$ cat config.mk
export PLATFORM = sky130hd
export DESIGN_NAME = entropy_pollctl
export DESIGN_NICKNAME = d
export VERILOG_FILES = /design/src/rtl/entropy_pkg.sv /design/src/rtl/entropy_pollctl_fifo.sv /design/src/rtl/entropy_pollctl.sv
export SDC_FILE = /design/constraint.sdc
export NUM_CORES = 1
export LEC_CHECK = 0
export BUFFER_PORTS_ARGS = -buffer_cell sky130_fd_sc_hd__buf_2
export CAP_MARGIN = 20
export CORE_MARGIN = 2
export CORE_UTILIZATION = 54
export CTS_BUF_LIST = sky130_fd_sc_hd__clkbuf_8
export CTS_CLUSTER_DIAMETER = 120
export DETAILED_ROUTE_END_ITERATION = 6
export PLACE_DENSITY = 0.74
export SETUP_SLACK_MARGIN = 0.02
export SLEW_MARGIN = 20
export SYNTH_ARGS = -nofsm -noshare
export SYNTH_HDL_FRONTEND = slang
export SYNTH_HIERARCHICAL = 1
export SYNTH_SLANG_ARGS = --single-unit
$ cat constraint.sdc
create_clock -name g_clk -period 2.22 [get_ports g_clk]
set_clock_uncertainty 0.15 [all_clocks]
set_input_delay 0.444 -clock g_clk [delete_from_list [all_inputs] [get_ports g_clk]]
set_output_delay 0.444 -clock g_clk [all_outputs]
set_load 0.05 [all_outputs]
$ cat src/rtl/entropy_pkg.sv
// Shared types for the entropy poll controller: response status codes,
// controller state encoding and the sample width.
package entropy_pkg;

  localparam int unsigned DATA_W = 16;

  // Response status returned with every ack.
  typedef enum logic [1:0] {
    OPST_BIST = 2'b00,
    OPST_ES16 = 2'b01,
    OPST_WAIT = 2'b10,
    OPST_DEAD = 2'b11
  } opst_e;

  // Controller state. DEAD is sticky until reset.
  typedef enum logic [1:0] {
    CTL_BIST = 2'b00,
    CTL_RUN  = 2'b01,
    CTL_DEAD = 2'b10
  } ctl_state_e;

endpackage

$ cat src/rtl/entropy_pollctl_fifo.sv
// Small synchronous sample FIFO with push, pop and flush. Pop on empty and
// push on full (without a simultaneous pop) are ignored. Flush wins over
// push and pop in the same cycle.
module entropy_pollctl_fifo
  import entropy_pkg::*;
#(
  parameter int unsigned DEPTH = 4,
  parameter int unsigned WIDTH = DATA_W
) (
  input  logic                    i_clk,
  input  logic                    i_rst,
  input  logic                    i_push,
  input  logic                    i_pop,
  input  logic                    i_flush,
  input  logic [WIDTH-1:0]        i_data,
  output logic [WIDTH-1:0]        o_data,
  output logic [$clog2(DEPTH):0]  o_count,
  output logic                    o_full,
  output logic                    o_empty
);

  localparam int unsigned AW = $clog2(DEPTH);

  logic [WIDTH-1:0] r_mem [DEPTH];
  logic [AW-1:0]    r_wr_ptr;
  logic [AW-1:0]    r_rd_ptr;
  logic [AW:0]      r_count;
  logic             w_do_push;
  logic             w_do_pop;

  assign o_empty   = (r_count == '0);
  assign o_full    = (r_count == (AW+1)'(DEPTH));
  assign w_do_pop  = i_pop & ~o_empty;
  assign w_do_push = i_push & (~o_full | w_do_pop);
  assign o_data    = r_mem[r_rd_ptr];
  assign o_count   = r_count;

  // Sample storage write port.
  // NOTE: the storage array has no reset; a slot is only read after it has
  // been written, and leaving it unreset lets it map onto plain flops/RAM.
  always_ff @(posedge i_clk) begin
    if (w_do_push) begin
      r_mem[r_wr_ptr] <= i_data;
    end
  end

  // Pointer and occupancy bookkeeping; pointers wrap because DEPTH is a power of 2.
  // NOTE: sequential state uses non-blocking assignments only, so every
  // register sees the pre-edge values of its neighbours.
  always_ff @(posedge i_clk or posedge i_rst) begin
    if (i_rst) begin
      r_wr_ptr <= '0;
      r_rd_ptr <= '0;
      r_count  <= '0;
    end else if (i_flush) begin
      r_wr_ptr <= '0;
      r_rd_ptr <= '0;
      r_count  <= '0;
    end else begin
      if (w_do_push) r_wr_ptr <= r_wr_ptr + 1'b1;
      if (w_do_pop)  r_rd_ptr <= r_rd_ptr + 1'b1;
      if (w_do_push && !w_do_pop) begin
        r_count <= r_count + 1'b1;
      end else if (!w_do_push && w_do_pop) begin
        r_count <= r_count - 1'b1;
      end
    end
  end

endmodule

$ cat src/rtl/entropy_pollctl.sv
// Entropy poll controller: warms up the LFSR source, draws one sample every
// SHIFTS_PER_SAMPLE+1 cycles into a FIFO and serves the CPU and auxiliary
// requesters round-robin with registered ack/status/data.
// Optional repetition-count health test: define ENTROPY_POLLCTL_HEALTH_EN.
module entropy_pollctl
  import entropy_pkg::*;
#(
  parameter int unsigned FIFO_DEPTH        = 4,
  parameter int unsigned BIST_CYCLES       = 64,
  parameter int unsigned SHIFTS_PER_SAMPLE = 16,
  parameter int unsigned RCT_CUTOFF        = 4
) (
  input  logic              g_clk,
  input  logic              g_reset,
  output logic              src_req,
  input  logic [DATA_W-1:0] src_data,
  input  logic              noise_test,
  input  logic              cpu_req,
  output logic              cpu_ack,
  output logic [1:0]        cpu_opst,
  output logic [DATA_W-1:0] cpu_data,
  input  logic              aux_req,
  output logic              aux_ack,
  output logic [1:0]        aux_opst,
  output logic [DATA_W-1:0] aux_data
);

  localparam int unsigned CW = $clog2(FIFO_DEPTH) + 1;
  localparam int unsigned BW = $clog2(BIST_CYCLES + 1);
  localparam int unsigned SW = $clog2(SHIFTS_PER_SAMPLE + 1);
  localparam logic [BW-1:0] BIST_LAST  = BW'(BIST_CYCLES - 1);
  localparam logic [SW-1:0] SHIFT_LAST = SW'(SHIFTS_PER_SAMPLE - 1);

  ctl_state_e        r_state;
  logic [BW-1:0]     r_bist_cnt;
  logic [SW-1:0]     r_shift_cnt;
  logic              r_drawing;    // src_req phase of a draw
  logic              r_capture;    // capture cycle: src_data is pushed at its end
  logic              r_src_req;
  logic              r_last_aux;   // 1: aux was granted last, cpu wins a tie
  logic              r_cpu_ack;
  logic              r_aux_ack;
  opst_e             r_cpu_opst;
  opst_e             r_aux_opst;
  logic [DATA_W-1:0] r_cpu_data;
  logic [DATA_W-1:0] r_aux_data;

  logic [CW-1:0]     w_fifo_count;
  logic              w_fifo_full;
  logic              w_fifo_empty;
  logic [DATA_W-1:0] w_fifo_head;
  logic [CW:0]       w_occupancy;
  logic              w_draw_room;
  logic              w_push;
  logic              w_pop;
  logic              w_flush;
  logic              w_health_fail;
  logic              w_cpu_elig;
  logic              w_aux_elig;
  logic              w_grant_cpu;
  logic              w_grant_aux;
  opst_e             w_resp_opst;
  logic [DATA_W-1:0] w_resp_data;

  // Draw pipeline: a sample in capture counts against the FIFO space.
  assign w_occupancy = {1'b0, w_fifo_count} + {{CW{1'b0}}, r_capture};
  assign w_draw_room = ~w_fifo_full & (w_occupancy < (CW+1)'(FIFO_DEPTH));
  assign w_push      = r_capture & (r_state == CTL_RUN) & ~noise_test;
  assign w_flush     = noise_test | w_health_fail;

  // A requester whose ack is on the bus this cycle is not eligible again yet.
  assign w_cpu_elig  = cpu_req & ~r_cpu_ack;
  assign w_aux_elig  = aux_req & ~r_aux_ack;
  assign w_grant_cpu = w_cpu_elig & (~w_aux_elig | r_last_aux);
  assign w_grant_aux = w_aux_elig & ~w_grant_cpu;

  assign w_pop       = (w_grant_cpu | w_grant_aux) & (r_state == CTL_RUN) & ~w_fifo_empty;
  assign w_resp_data = w_pop ? w_fifo_head : '0;

  // Status seen by whichever requester is granted this cycle.
  // NOTE: every always_comb output gets a default first so no path leaves
  // it unassigned, which would otherwise infer a latch.
  always_comb begin
    w_resp_opst = OPST_BIST;
    unique case (r_state)
      CTL_BIST: w_resp_opst = OPST_BIST;
      CTL_RUN:  w_resp_opst = w_fifo_empty ? OPST_WAIT : OPST_ES16;
      CTL_DEAD: w_resp_opst = OPST_DEAD;
      default:  w_resp_opst = OPST_BIST;
    endcase
  end

`ifdef ENTROPY_POLLCTL_HEALTH_EN
  localparam int unsigned RW = $clog2(RCT_CUTOFF + 1);

  logic [RW-1:0]     r_rct_cnt;
  logic [DATA_W-1:0] r_rct_prev;
  logic [RW-1:0]     w_rct_next;

  assign w_rct_next    = ((r_rct_cnt != '0) && (src_data == r_rct_prev)) ?
                         r_rct_cnt + 1'b1 : RW'(1);
  assign w_health_fail = w_push & (w_rct_next >= RW'(RCT_CUTOFF));

  // Repetition-count test over the stream of pushed samples.
  always_ff @(posedge g_clk or posedge g_reset) begin
    if (g_reset) begin
      r_rct_cnt  <= '0;
      r_rct_prev <= '0;
    end else if (noise_test && (r_state != CTL_DEAD)) begin
      r_rct_cnt  <= '0;
    end else if (w_push) begin
      r_rct_cnt  <= w_rct_next;
      r_rct_prev <= src_data;
    end
  end
`else
  assign w_health_fail = 1'b0;
`endif

  // Controller FSM: warm-up, sample draws and the sticky DEAD state.
  always_ff @(posedge g_clk or posedge g_reset) begin
    if (g_reset) begin
      r_state     <= CTL_BIST;
      r_bist_cnt  <= '0;
      r_shift_cnt <= '0;
      r_drawing   <= 1'b0;
      r_capture   <= 1'b0;
      r_src_req   <= 1'b0;
    end else begin
      r_capture <= 1'b0;
      if (noise_test && (r_state != CTL_DEAD)) begin
        r_state     <= CTL_BIST;
        r_bist_cnt  <= '0;
        r_shift_cnt <= '0;
        r_drawing   <= 1'b0;
        r_src_req   <= 1'b0;
      end else begin
        unique case (r_state)
          CTL_BIST: begin
            r_src_req <= 1'b1;
            if (r_src_req) begin
              if (r_bist_cnt == BIST_LAST) begin
                // Last warm-up shift: roll straight into the first draw.
                r_state     <= CTL_RUN;
                r_bist_cnt  <= '0;
                r_drawing   <= 1'b1;
                r_shift_cnt <= '0;
              end else begin
                r_bist_cnt <= r_bist_cnt + 1'b1;
              end
            end
          end
          CTL_RUN: begin
            if (w_health_fail) begin
              r_state   <= CTL_DEAD;
              r_drawing <= 1'b0;
              r_src_req <= 1'b0;
            end else if (r_drawing) begin
              if (r_shift_cnt == SHIFT_LAST) begin
                r_drawing   <= 1'b0;
                r_src_req   <= 1'b0;
                r_capture   <= 1'b1;
                r_shift_cnt <= '0;
              end else begin
                r_shift_cnt <= r_shift_cnt + 1'b1;
              end
            end else if (w_draw_room) begin
              r_drawing <= 1'b1;
              r_src_req <= 1'b1;
            end
          end
          default: begin
            r_drawing <= 1'b0;
            r_src_req <= 1'b0;
          end
        endcase
      end
    end
  end

  // Registered responses and round-robin history.
  always_ff @(posedge g_clk or posedge g_reset) begin
    if (g_reset) begin
      r_cpu_ack  <= 1'b0;
      r_aux_ack  <= 1'b0;
      r_cpu_opst <= OPST_BIST;
      r_aux_opst <= OPST_BIST;
      r_cpu_data <= '0;
      r_aux_data <= '0;
      r_last_aux <= 1'b1;
    end else begin
      r_cpu_ack  <= w_grant_cpu;
      r_aux_ack  <= w_grant_aux;
      r_cpu_opst <= w_grant_cpu ? w_resp_opst : OPST_BIST;
      r_aux_opst <= w_grant_aux ? w_resp_opst : OPST_BIST;
      r_cpu_data <= w_grant_cpu ? w_resp_data : '0;
      r_aux_data <= w_grant_aux ? w_resp_data : '0;
      if (w_grant_cpu) begin
        r_last_aux <= 1'b0;
      end else if (w_grant_aux) begin
        r_last_aux <= 1'b1;
      end
    end
  end

  entropy_pollctl_fifo #(
    .DEPTH (FIFO_DEPTH),
    .WIDTH (DATA_W)
  ) u_fifo (
    .i_clk   (g_clk),
    .i_rst   (g_reset),
    .i_push  (w_push),
    .i_pop   (w_pop),
    .i_flush (w_flush),
    .i_data  (src_data),
    .o_data  (w_fifo_head),
    .o_count (w_fifo_count),
    .o_full  (w_fifo_full),
    .o_empty (w_fifo_empty)
  );

  assign src_req  = r_src_req;
  assign cpu_ack  = r_cpu_ack;
  assign cpu_opst = r_cpu_opst;
  assign cpu_data = r_cpu_data;
  assign aux_ack  = r_aux_ack;
  assign aux_opst = r_aux_opst;
  assign aux_data = r_aux_data;

endmodule
* Word-level counts from Yosys, hierarchy flattened
Memory sizes are Yosys's and may differ from the RTL's.
Index checks and enable logic that the tools add are counted.
** Cells by class
- Add/subtract/negate cells :: 7
- $lt $le $gt $ge :: 1
- Equal/unequal tests :: 11
- Multiplexer cells :: 48
- Bitwise logic cells :: 21
- Reductions and logical operators :: 20
** Operators with widths (count)
- $mux W16 :: 3
- $mux W7 :: 4
- $mux W5 :: 5
- $mux W2 :: 11
- $mux W1 :: 18
- $reduce_bool A2 Y1 :: 6
- $and A1 B1 Y1 :: 11
- $pmux W5 S2 :: 1
- $mux W3 :: 3
- $add A7 B1 Y7 const B :: 1
- $eq A7 B6 Y1 const B :: 1
- $not A1 Y1 :: 7
- $ne A3 B3 Y1 const B :: 2
- $reduce_and A2 Y1 :: 3
- $reduce_bool A3 Y1 :: 2
- $add A5 B1 Y5 const B :: 1
- $eq A5 B4 Y1 const B :: 1
- $add A2 B1 Y2 const B :: 2
- $add A3 B1 Y4 :: 1
- $lt A4 B3 Y1 const B :: 1
- $ne A4 B2 Y1 const B :: 1
- $ne A4 B3 Y1 const B :: 1
- $pmux W1 S2 :: 2
- $pmux W2 S2 :: 1
- other kinds (14) :: 19
** Storage, ports and cells
- Register bits :: 63
- RAM bits :: 64
- Bits of input ports :: 21
- Output and inout bits :: 39
- Logic and storage cells :: 125
- Memories :: 1
** Memory list
- u_fifo.r_mem :: depth 4, width 16, read ports 1, clocked after Yosys merged registers in 0, wr ports 1, RTL line entropy_pollctl_fifo.sv:24 : logic [WIDTH-1:0] r_mem [DEPTH];

* Logic depth before layout (Yosys ltp)
- Depth after elaboration :: 18
- Depth in mapped cells :: 11
- Gate-level depth less buffers :: 9

* Modules after synthesis
Netlist, hierarchy kept.
** By module, submodules not included
- entropy_pollctl_fifo :: times used 1, cells an instance 146, area each 2897.8 µm², seq. area each 2097.0 µm²
- entropy_pollctl :: times used 1, cells an instance 174, area each 2120.8 µm², seq. area each 1377.6 µm²

* Least setup slack after synthesis
OpenSTA, ideal clock, no wires.
- Path type :: reg2reg
- From :: register r_aux_ack, in the netlist aux_ack
- To :: register u_fifo.r_count[1], in the netlist u_fifo/o_count[1]
- Arrival time :: 2.236 ns
- Required time :: 1.942 ns
- Setup slack :: -0.293 ns
- Stages on the path, launching flop included :: 9
- Path buffers :: 1
- Path through :: dfrtp_1 nand2b_1 a21oi_1 buf_12 o21ai_1 and3_1 fa_1 nor2_1 mux2_1
** On the way
- Longest elaborated chain between the ends :: 16
- Elaborated cells between the ends (all ways) :: 20
** Ends and longest elaborated chain
- start, declared :: RTL line entropy_pollctl.sv:42 : logic r_aux_ack;
- start signal, assigned :: RTL line entropy_pollctl.sv:193 : r_aux_ack <= w_grant_aux;
- $not A1 Y1 (*) :: RTL line entropy_pollctl.sv:73 : assign w_aux_elig = aux_req & ~r_aux_ack;
- $and A1 B1 Y1 (*) :: RTL line entropy_pollctl.sv:73
- $not A1 Y1 :: RTL line entropy_pollctl.sv:74 : assign w_grant_cpu = w_cpu_elig & (~w_aux_elig | r_last_aux);
- $or A1 B1 Y1 :: RTL line entropy_pollctl.sv:74
- $and A1 B1 Y1 :: RTL line entropy_pollctl.sv:74
- $not A1 Y1 :: RTL line entropy_pollctl.sv:75 : assign w_grant_aux = w_aux_elig & ~w_grant_cpu;
- $and A1 B1 Y1 :: RTL line entropy_pollctl.sv:75
- $or A1 B1 Y1 (*) :: RTL line entropy_pollctl.sv:77 : assign w_pop = (w_grant_cpu | w_grant_aux) & (r_state == CTL_RUN) & ~w_fifo_empty;
- $and A1 B1 Y1 (*) (2 in series) :: RTL line entropy_pollctl.sv:77
- named net w_pop :: RTL line entropy_pollctl.sv:55 : logic w_pop;
- $and A1 B1 Y1 (*) :: RTL line entropy_pollctl_fifo.sv:33 : assign w_do_pop = i_pop & ~o_empty;
- $or A1 B1 Y1 :: RTL line entropy_pollctl_fifo.sv:34 : assign w_do_push = i_push & (~o_full | w_do_pop);
- $and A1 B1 Y1 :: RTL line entropy_pollctl_fifo.sv:34
- $logic_and A1 B1 Y1 / $logic_not A1 Y1 (equally long branches) :: RTL line entropy_pollctl_fifo.sv:62, entropy_pollctl_fifo.sv:64
- $mux W3 / $logic_and A1 B1 Y1 (equally long branches) :: RTL line entropy_pollctl_fifo.sv:62, entropy_pollctl_fifo.sv:64
- $mux W3 / $reduce_bool A3 Y1 (equally long branches)
- end signal, assigned :: RTL line entropy_pollctl_fifo.sv:63 : r_count <= r_count + 1'b1;
- end signal, assigned :: RTL line entropy_pollctl_fifo.sv:65 : r_count <= r_count - 1'b1;
- end, declared :: RTL line entropy_pollctl_fifo.sv:27 : logic [AW:0] r_count;
The timed path passes the listed nets; every way through them passes the cells marked *.
A chain may end at the register's enable or synchronous reset.

* Final worst setup path
- From :: register u_fifo.r_count[1], in the netlist u_fifo/o_count[1]
- To :: register u_fifo.r_count[1], in the netlist u_fifo/o_count[1]
** On the way
- Longest elaborated chain between the ends :: 9
- Elaborated cells between the ends (all ways) :: 18
** Ends and longest elaborated chain
- $logic_not A3 Y1 :: RTL line entropy_pollctl_fifo.sv:31 : assign o_empty = (r_count == '0);
- $not A1 Y1 :: RTL line entropy_pollctl_fifo.sv:33, entropy_pollctl.sv:77
- $and A1 B1 Y1 :: RTL line entropy_pollctl.sv:77
- $and A1 B1 Y1 :: RTL line entropy_pollctl_fifo.sv:33
- $or A1 B1 Y1 :: RTL line entropy_pollctl_fifo.sv:34
- $and A1 B1 Y1 :: RTL line entropy_pollctl_fifo.sv:34
- $logic_and A1 B1 Y1 / $logic_not A1 Y1 (equally long branches) :: RTL line entropy_pollctl_fifo.sv:62, entropy_pollctl_fifo.sv:64
- $mux W3 / $logic_and A1 B1 Y1 (equally long branches) :: RTL line entropy_pollctl_fifo.sv:62, entropy_pollctl_fifo.sv:64
- $mux W3 / $reduce_bool A3 Y1 (equally long branches)
Several ways; a longest one is shown, not always the timed one. The select of a mux whose other input is x is not followed.

==> flow_summary.toml <==
[run_status]
run_status = "completed"

[synth]
synth_top_family_by_area = "simple AND/OR/NAND/NOR gates"
yosys_warnings = 6
synth_top_area_share = 0.383
netlist.top_cell.by_area = "edfxtp_1"
synth_compound_area_frac = 0.0489
ys.flop_type = "edfxtp_1"
synth_area_um2 = 5020
postSynth.asyncResetShare = 0.492
ys_seq_area_frac = 0.692
yosys.area_share.adder = 0.0189
synthMuxAreaShare = 0.0873
synth_edf_count = 64
syn_inst = 320
synthSimpleGateAreaFrac = 0.120
synthXorXnorAreaFrac = 0.00698
synth_area_leaders = "edfxtp_1, dfrtp_1, mux4_2, and2_1, ha_1"
ys_ff_latch = 126
syn-num-nets = 348
syn_area_per_cell_um2 = 15.7
ys_types = 53

[clocking]
clockBufferDepth = 2
clock_latency_ps = 420
cts_tree = "done"
clk_pin_slew_ps = 80
h-tree-depth = 4
cts.sinks = 126
cts_made_buffers = 17
cts-root-buf = "clkbuf_8"

[global_route]
grt_use_total = 0.191
grt_pass1_wl_mm = 14.4
antenna_found_initial = 0
grt.overflow.total = 0
grt_max_degree = 44
first_global_vias = 2916

[timing]
hold_ws_ps = 79.5
rsz0062_at_grt = "false"
max_slew_margin = 0.329
setup_viol = 0
tightest_slew_ps = 1000
post-route-min-period_ps = 2160
achievable-frequency_mhz = 463
fin_crit_sh = 0.973
hold_viol_final = 0
slew_viol_final = 0

[detailed_routing]
avgViaCountPerCell = 5.47
drt_iter0_markers = 115
firstDrtPassIters = 4
routedWlPerCell_um = 16.4
via_count = 2914
antenna_left = 0
routed_wl_mm = 8.74
drc = 0

[cells_and_area]
final_cell_mix = "edfxtp_1, buf_2, dfrtp_1, and2_1, buf_4"
num-nets-final = 437
diodes = 0
area_growth_pct = 19.5
postLayoutCoreUtil = 0.658
drive_above_1_share = 0.358
final_common_cell = "edfxtp_1"
n_fill_cell = 670
multi_input_area_um2 = 1470
register_area_um2 = 3480

[job]
maxCapViolations = 0

[critical_path]
cp.required_ps = 2380
critPathTopFamily = "simple AND/OR/NAND/NOR gates"
critPathCaptureType = "flop"
max_stage_delay_ps = 510
crit_buf_inv = 0
crit_slowest_cell = "fa_2"
crit_chain = "or3b_4 -> and3_4 -> fa_2 -> nor2_1 -> mux2_1"
cp-start-kind = "flop"
critPathMaxFanout = 3
cp.arrival_ps = 2320
path_class = "flop to flop"

[power]
powerDensity_nw_per_um2 = 748
p_leak_nw = 2.58
peakVddDrop_v = 0.000607

[die]
core_area_um2 = 9110
die_area_um2 = 10100
die_x_um = 100
num_io_pins = 60
start_util = 0.551
die_h_um = 100
placementRows = 35

[placed_design]
dp_hpwl_mm = 5.91
gp_congestion = 0.808
port_buffers = 59

[worst_hold_path]
hold_path.class = "input pin to flop"
==> where the power goes <==
group	total [mW]	switching, mW	internal [mW]
clock network	1.87	0.936	0.935
registers	2.48	0.0131	2.47
logic	0.131	0.0884	0.0422
total	4.49	1.04	3.45
==> area by class of cell <==
type | instances | share of cell area
clock buffer | 18 | 0.0413
sequential | 126 | 0.580
inverter | 9 | 0.00563
tap | 111 | 0.0232
timing repair buffer | 84 | 0.0831
clock inverter | 14 | 0.0215
multi-input combinational | 171 | 0.245
==> sequential cells by signal (all words and copies together) (netlist names) <==
signal and count:
cpu_data 16, u_fifo/r_mem 64, aux_data 16, r_shift_cnt 5, r_drawing 1, cpu_ack 1, r_capture 1, r_state 1
src_req 1, aux_ack 1, r_last_aux 1, r_bist_cnt 7, u_fifo/r_wr_ptr 2, aux_opst 2, cpu_opst 2, u_fifo/o_count 3
u_fifo/r_rd_ptr 2
==> synth_stat cells (all sizes together) (2+ instances only) <==
library cell	number
mux2	3
and2	37
o211ai	2
dfrtp	61
edfxtp	64
o21a	2
nor3	4
nand3	6
mux4	16
nand4b	2
nand3b	2
and3	6
clkbuf	6
a21oi	6
nor2b	4
o31ai	2
buf	8
nand2	11
inv	9
a31oi	6
o21ai	2
mux2i	4
ha	6
xor2	3
or3	3
a311oi	3
nor2	15
nand2b	9
==> kinds of logic after synthesis <==
family / after synthesis
adder cells (fa/ha/maj): 7
buffers and inverters: 23
multiplexers: 23
AND/OR/NAND/NOR: 105
XOR/XNOR: 4
AO/OA/AOI/OAI: 32
flip-flops: 126
==> layer usage <==
metal / track usage / part of all wire / wire length [um] / vias up
li1: - / - / - / 1353
met1: 0.254 / 0.44 / 3860 / 1486
met2: 0.303 / 0.50 / 4400 / 68
met3: 0.0599 / 0.046 / 403 / 7
met4: 0.0622 / 0.0085 / 74 / 0
met5: 0 / 0 / 0 / -
==> per-stage QoR <==
step                worst slack, ps  setup TNS (ps)  cells  instance area, um^2  power (mW)
global placement               99.1               0    499                 5580        2.66
floorplan                     -54.3            -101    320                 5060        2.61
CTS                            24.4               0    532                 5980        4.53
finish                         59.5               0    533                 6000        4.49
detailed placement             43.0               0    499                 5580        2.66
global route                   10.2               0    533                 6000        4.65
==> worst paths after layout <==
path                                        start                   to  slack (ps)  cells after the start
worst max-delay path            u_fifo/o_count[1]    u_fifo/o_count[1]          60                      5
max in group asynchronous                 g_reset           r_last_aux         940                      4
worst min register to register         r_last_aux           r_last_aux         360                      1
worst max register to register  u_fifo/o_count[1]    u_fifo/o_count[1]          60                      5
worst min-delay path                 src_data[14]  u_fifo/r_mem[0][14]          80                      1
min in group asynchronous                 g_reset   u_fifo/r_rd_ptr[0]         390                      3
==> timing repair <==
item,4_1_cts,5_1_grt
setup endpoints to repair,1,3
setup buffers,0,1
hold endpoints to repair,19,0
resized for setup,1,3
hold buffers,1,0
pin swaps,0,0
No activity file was read; power rests on OpenSTA's default activity.
